===== src/rtl/issue_queue_pkg.sv =====
// issue_queue_pkg: shared entry type, default depth and pop-request decode for the issue queue
package issue_queue_pkg;
  localparam int IQ_DEPTH = 8;
  typedef struct packed {
    logic [31:0] pc;
    logic [31:0] instr;
  } iq_entry_t;
  // pop=3 is not a legal request; it is treated as a two-entry pop
  function automatic logic [1:0] clamp_pop(input logic [1:0] pop);
    return pop == 2'd3 ? 2'd2 : pop;
  endfunction
endpackage


===== src/rtl/issue_queue_perf.sv =====
// issue_queue_perf: free-running dual/single-issue and empty-cycle counters (built only with ISSUEQ_PERF_EN)
module issue_queue_perf (
  input  logic        clk,
  input  logic        rst_n,
  input  logic [1:0]  pop_eff_i,
  input  logic        empty_i,
  output logic [31:0] dual_o,
  output logic [31:0] single_o,
  output logic [31:0] empty_o
);
  logic [31:0] dual_q, single_q, empty_q;
  // counters wrap naturally and are untouched by flush
  always_ff @(posedge clk or negedge rst_n) begin
    if (!rst_n) begin
      dual_q   <= '0;
      single_q <= '0;
      empty_q  <= '0;
    end else begin
      if (pop_eff_i == 2'd2) dual_q <= dual_q + 32'd1;
      if (pop_eff_i == 2'd1) single_q <= single_q + 32'd1;
      if (empty_i) empty_q <= empty_q + 32'd1;
    end
  end
  assign dual_o   = dual_q;
  assign single_o = single_q;
  assign empty_o  = empty_q;
endmodule


===== src/rtl/issue_queue.sv =====
// issue_queue: 2-in/2-out circular instruction buffer between fetch and dual-issue; ISSUEQ_PERF_EN adds perf counters
module issue_queue
  import issue_queue_pkg::*;
#(
  parameter int DEPTH = IQ_DEPTH,
  parameter int PTR_W = $clog2(DEPTH),
  parameter int CNT_W = $clog2(DEPTH + 1)
) (
  input  logic             clk,
  input  logic             rst_n,
  input  logic             flush,
  input  logic [1:0]       fetch_valid,
  input  logic [31:0]      fetch_instr0,
  input  logic [31:0]      fetch_pc0,
  input  logic [31:0]      fetch_instr1,
  input  logic [31:0]      fetch_pc1,
  output logic             fetch_ready,
  output logic             out_valid0,
  output logic [31:0]      out_instr0,
  output logic [31:0]      out_pc0,
  output logic             out_valid1,
  output logic [31:0]      out_instr1,
  output logic [31:0]      out_pc1,
  input  logic [1:0]       pop,
  output logic [CNT_W-1:0] count
`ifdef ISSUEQ_PERF_EN
  ,
  output logic [31:0]      perf_dual_issue,
  output logic [31:0]      perf_single_issue,
  output logic [31:0]      perf_empty
`endif
);
  iq_entry_t        mem_q [DEPTH];
  logic [PTR_W-1:0] head_q, head_d, tail_q, tail_d, head1, tail1;
  logic [CNT_W-1:0] count_q, count_d, push_n, pop_req, pop_eff;
  // ready looks only at registered occupancy so pop never reaches fetch_ready combinationally
  assign fetch_ready = count_q <= CNT_W'(DEPTH - 2);
  assign head1 = head_q + PTR_W'(1);
  assign tail1 = tail_q + PTR_W'(1);
  // next-state: flush wins, otherwise apply clamped pop and accepted push together
  always_comb begin
    pop_req = CNT_W'(clamp_pop(pop));
    pop_eff = flush ? '0 : (pop_req > count_q ? count_q : pop_req);
    push_n  = (flush || !fetch_ready) ? '0 : fetch_valid == 2'b11 ? CNT_W'(2) : fetch_valid == 2'b01 ? CNT_W'(1) : '0;
    head_d  = flush ? '0 : head_q + PTR_W'(pop_eff);
    tail_d  = flush ? '0 : tail_q + PTR_W'(push_n);
    count_d = flush ? '0 : count_q + push_n - pop_eff;
  end
  // pointer and occupancy state
  always_ff @(posedge clk or negedge rst_n) begin
    if (!rst_n) begin
      head_q  <= '0;
      tail_q  <= '0;
      count_q <= '0;
    end else begin
      head_q  <= head_d;
      tail_q  <= tail_d;
      count_q <= count_d;
    end
  end
  // entry storage, written in slot order at tail and tail+1; needs no reset
  always_ff @(posedge clk) begin
    if (push_n != '0) mem_q[tail_q] <= '{pc: fetch_pc0, instr: fetch_instr0};
    if (push_n == CNT_W'(2)) mem_q[tail1] <= '{pc: fetch_pc1, instr: fetch_instr1};
  end
  assign count      = count_q;
  assign out_valid0 = count_q != '0;
  assign out_valid1 = count_q >= CNT_W'(2);
  assign out_pc0    = out_valid0 ? mem_q[head_q].pc : '0;
  assign out_instr0 = out_valid0 ? mem_q[head_q].instr : '0;
  assign out_pc1    = out_valid1 ? mem_q[head1].pc : '0;
  assign out_instr1 = out_valid1 ? mem_q[head1].instr : '0;
`ifndef SYNTHESIS
  a_fetch_valid_legal: assert property (@(posedge clk) disable iff (!rst_n) fetch_valid != 2'b10)
    else $warning("issue_queue: fetch_valid=10 ignored");
  a_pop_in_range: assert property (@(posedge clk) disable iff (!rst_n) flush || pop_req <= count_q)
    else $warning("issue_queue: pop clamped to occupancy");
`endif
`ifdef ISSUEQ_PERF_EN
  issue_queue_perf u_perf (
    .clk      (clk),
    .rst_n    (rst_n),
    .pop_eff_i(pop_eff[1:0]),
    .empty_i  (count_q == '0),
    .dual_o   (perf_dual_issue),
    .single_o (perf_single_issue),
    .empty_o  (perf_empty)
  );
`endif
endmodule


===== config.mk =====
export PLATFORM = sky130hd
export DESIGN_NAME = issue_queue
export DESIGN_NICKNAME = d
export VERILOG_FILES = /design/src/rtl/issue_queue_pkg.sv /design/src/rtl/issue_queue_perf.sv /design/src/rtl/issue_queue.sv
export SDC_FILE = /design/constraint.sdc
export NUM_CORES = 1
export LEC_CHECK = 0
export CAP_MARGIN = 25
export CORE_ASPECT_RATIO = 1.75
export CORE_MARGIN = 1.5
export CORE_UTILIZATION = 40
export CTS_BUF_LIST = sky130_fd_sc_hd__clkbuf_4 sky130_fd_sc_hd__clkbuf_8
export DETAILED_ROUTE_END_ITERATION = 6
export DONT_BUFFER_PORTS = 1
export PLACE_DENSITY = 0.68
export SYNTH_ARGS = -nofsm -noshare
export SYNTH_HDL_FRONTEND = slang
export SYNTH_SLANG_ARGS = --single-unit

===== constraint.sdc =====
create_clock -name clk -period 5 [get_ports clk]
set_input_delay 1.25 -clock clk [delete_from_list [all_inputs] [get_ports clk]]
set_output_delay 1.25 -clock clk [all_outputs]
set_load 0.01 [all_outputs]

* Word-level counts from Yosys, hierarchy flattened *
Memories as Yosys holds them, arrays and structs flattened.
Index checks and enable logic that the tools add are counted.
Widths: inputs -> output; s select.

operators by class
  add/subtract/negate cells = 6
  magnitude comparators = 3
  equal/unequal tests = 4
  mux-type cells = 17
  reduce and logical (&&, ||, !) cells = 4

operators with widths
  cell                 count
  $mux 32              4
  $mux 4               3
  $reduce_bool 4->1    2
  $add 3x1->3 const B  2
  $eq 2x2->1 const B   3
  $mux 2               3
  $mux 3               2
  $mux 1               5
  $add 4x2->4          1
  $ge 4x2->1 const B   1
  $gt 2x4->1           1
  $le 4x3->1 const B   1
  $sub 4x4->4          1
  $add 3x2->3          1
  $add 3x3->3          1
  $eq 2x1->1 const B   1
  $logic_not 1->1      1
  $logic_or 1x1->1     1

storage, ports and cells
  bits in registers = 10
  memory bits (writable) = 512
  input port bits = 135
  output and inout bits = 135
  word-level logic and storage cells = 38
  memories = 1

memories
  memory  words  width  rd ports  clocked after memory_dff  wr ports  RTL line           text
  mem_q   8      64     2         0                         2         issue_queue.sv:33  iq_entry_t mem_q [DEPTH];

* Depth between registers and ports, before layout *
  depth in word-level cells = 7
  depth in mapped cells = 14
  mapped depth without buffers = 13

* Worst setup path before layout *
Ideal clock, no wire load.

  path type = input to register
  start = in fetch_valid[1]
  end = mem mem_q[1][0] in the netlist's numbering (enable)
  library setup time = 0.507 ns
  arrival = 5.007 ns
  path slack = -0.514 ns
  cell stages on the path = 3
  cells stage by stage = inv_1 -> or4_1 -> a21oi_1

RTL lines
  what                RTL line           text
  start: declaration  issue_queue.sv:12  input logic [1:0] fetch_valid,
  end: declaration    issue_queue.sv:33

* Worst setup path after layout *
  start = reg head_q[1]
  end = out out_pc1[21]

on the way
  cells in the longest elaborated chain, start to end = 3

ends and longest elaborated chain
  what                      RTL line           text
  start: declaration        issue_queue.sv:34  logic [PTR_W-1:0] head_q, head_d, tail_q, tail_d, head1, tail1;
  start signal: assignment  issue_queue.sv:52  head_q <= '0;
  start signal: assignment  issue_queue.sv:56  head_q <= head_d;
  $add 3x1->3               issue_queue.sv:38  assign head1 = head_q + PTR_W'(1);
  $mem_v2 8x64              -
  $mux 32                   issue_queue.sv:71  assign out_pc1 = out_valid1 ? mem_q[head1].pc : '0;
  end: declaration          issue_queue.sv:23  output logic [31:0] out_pc1,

Every way passes these cells.

==> results by group <==
Outcome
  • Status: finished clean

Timing
  • Max Clock Skew: 31.7 ps
  • Hold slack: 166 ps
  • Worst slew pin tran: 1230 ps
  • Fin. Hold Viols: 0
  • Fmax: 202 MHz
  • Shortest period the worst path allows: 4950 ps
  • Slew Limit Fails: 0
  • Total negative slack: 0 ps
  • Final cycle utilization of the critical path: 99.0%
  • Rel. slew slack: 18.1%
  • Setup violations, final: 0
  • Crit path setup slack, layout: 49.1 ps

Yosys
  • Mapped Nets: 2467
  • Seq/Total Area, Yosys: 49.9%
  • Mapped Area: 31300 um2
  • Most common cell in the netlist: mux2_2
  • #FFs+latches synth: 522
  • Main synth FF type: edfxtp_1
  • Syn Area/Cell: 13.5 um2
  • Top-area cell type share of the netlist area: 49.1%
  • Post-synth ARST share: 1.92%
  • Synth unique cells: 51
  • Synth warn: 0
  • Commonest cells in the netlist: 602 x mux2_2, 512 x edfxtp_1, 257 x mux2i_1
  • Post-synth EDFFs: 512
  • Yosys top cell by area: edfxtp_1
  • Top post-synthesis cells by area: edfxtp_1 49%, mux2_2 22%, mux2i_1 8.2%
  • Cells after synthesis: 2315

Finish
  • Final net count: 2502
  • End-of-flow core utilization: 45.0%
  • Share of layout cells above drive strength 1: 37.9%
  • Area Growth Syn to Fin: 11.4%

CTS
  • CTS Sinks: 522
  • Root Buffer: clkbuf_8
  • CTS clk-pin slew, worst paths: 70 ps
  • Htree depth: 3
  • CTS tree: done
  • CTS Buf Count: 82
  • CTS Buffer Depth: 3
  • Skew-Pair Late Insertion Delay: 770 ps
  • Hold Buf Count CTS: 0

Drt
  • DRT Wirelength: 103 mm
  • Avg WL per Cell: 29.9 um
  • Antenna viol nets, final: 0
  • Initial DRC Count: 1779
  • Drt first pass iters: 5
  • Via count: 21611
  • DRC: 0
  • DR vias/cell: 6.27

Placement
  • Number of buffers added on ports: 0
  • HPWL Detailed: 58.9 mm
  • Routability congestion estimate: 0.824
  • Placement Setup Slack: 600 ps

Global routing
  • Largest net degree at the start of global routing: 153
  • GR Overflow Total: 0
  • Vias in the first global route: 22919
  • First-pass GRT wire length: 150 mm
  • Initial antenna violation count: 1
  • GRT Overall Usage: 25.3%

Setup path
  • Crit path launch type: register
  • Worst reg2reg setup slack: 1450 ps
  • Reg-to-reg endpoint: mem_q[3][29]
  • Worst EP required: 3750 ps
  • Worst setup startpoint: head_q[1]
  • Critical Path Sink: out_pc1[21]
  • Worst Path Arrival: 3700 ps
  • Crit. End Element: primary output
  • R2r worst-path depth: 6
  • Reg-to-Reg Start: tail_q[0]
  • WS Path Type: reg -> out
  • Critical Path Fanout Max: 29

Die
  • I/O Pins: 270
  • Core area: 77500 um2
  • DIE WIDTH: 215 um
  • Row cnt: 135
  • Die height: 373 um
  • Die area: 80100 um2
  • Starting Density: 40.4%

Hold path
  • Hold/Removal Path Class: in -> async

Power
  • Max VDD drop: 0.685 mV
  • Power Total: 15900 uW
  • Pwr dens: 456 nW/um2
  • Static leakage power: 0.0113 uW

Job
  • Maxcap violations: 0
-- flip-flops by register name (all words and copies together), names as in the netlist --
name,count
count,4
head_q,3
mem_q,512
tail_q,3
-- through the flow --
step	std cells	instance area, um2
floorplan	2315	31300
global placement	3289	33100
detailed placement	3291	33100
CTS	3445	34900
global route	3446	34900
finish	3446	34900
-- what timing repair did --
item | CTS | global route
pin swaps | 1 | 1
gates resized for setup | 11 | 8
buffers inserted | 2 | 0
gates cloned | 0 | 0
setup endpoints to repair | 26 | 9
-- per-layer routing --
| layer | vias up | global-route usage [%] | share of wire (%) |
|---|---|---|---|
| met1 | 11042 | 29.3 | 38 |
| met5 | - | 0 | 0 |
| met4 | 0 | 12.0 | 4.2 |
| met2 | 1009 | 42.9 | 49 |
| li1 | 9291 | - | - |
| met3 | 269 | 7.16 | 8.5 |
-- cell type report --
cell class / count / area [um2]
Fill cell: 6857 / 42600
Sequential cell: 522 / 15600
Multi-Input combinational cell: 1579 / 14800
Timing Repair Buffer: 151 / 1430
Tap cell: 1027 / 1280
Clock buffer: 95 / 1240
Clock inverter: 57 / 479
Inverter: 14 / 52.6
Antenna cell: 1 / 2.50
-- power by group --
part / internal (uW) / total (uW) / switching, uW
clock network: 2080 / 3930 / 1850
logic: 2750 / 6860 / 4110
registers: 4990 / 5120 / 133
-- critical path: stages, from the launching register on --
cell,delay (ps)
dfrtp_4,680
ha_4,260
xor2_1,200
nand2b_4,430
buf_12,260
o22ai_1,90
a2111oi_0,760
buf_4,250
-- cell usage in the layout (no fill, tap or decap), types with 46 or more instances in the layout --
cell and count:
mux2_2 602, and3_1 65, buf_4 127, a211oi_1 128
edfxtp_1 512, a2111oi_0 46, nor2b_1 134, a22oi_1 64
mux2i_1 257, clkbuf_8 84, a21oi_1 65, o22ai_1 64
-- worst min-delay path by stage --
stage,start,to,slack (ps),cells after the start
2_1_floorplan,tail_q[2],tail_q[2],700,3
3_3_place_gp,tail_q[2],tail_q[2],800,2
3_5_place_dp,count[2],head_q[2],820,3
4_1_cts,rst_n,count[3],100,0
5_1_grt,rst_n,count[3],130,0
6_report,rst_n,count[3],170,0
-- cell families (layout without fill, tap and decap cells) --
kind of cell / after synthesis / in the layout / share of synthesized area (%)
compound gates: 399 / 399 / 8.99
xor+xnor: 9 / 9 / 0.300
fa+ha+maj: 17 / 17 / 0.775
buf+inv: 214 / 317 / 3.52
flops: 522 / 522 / 49.9
mux: 898 / 898 / 31.3
other cells: 0 / 1 / 0
simple gates: 256 / 256 / 5.28
Power figures use the tool's default switching activity.
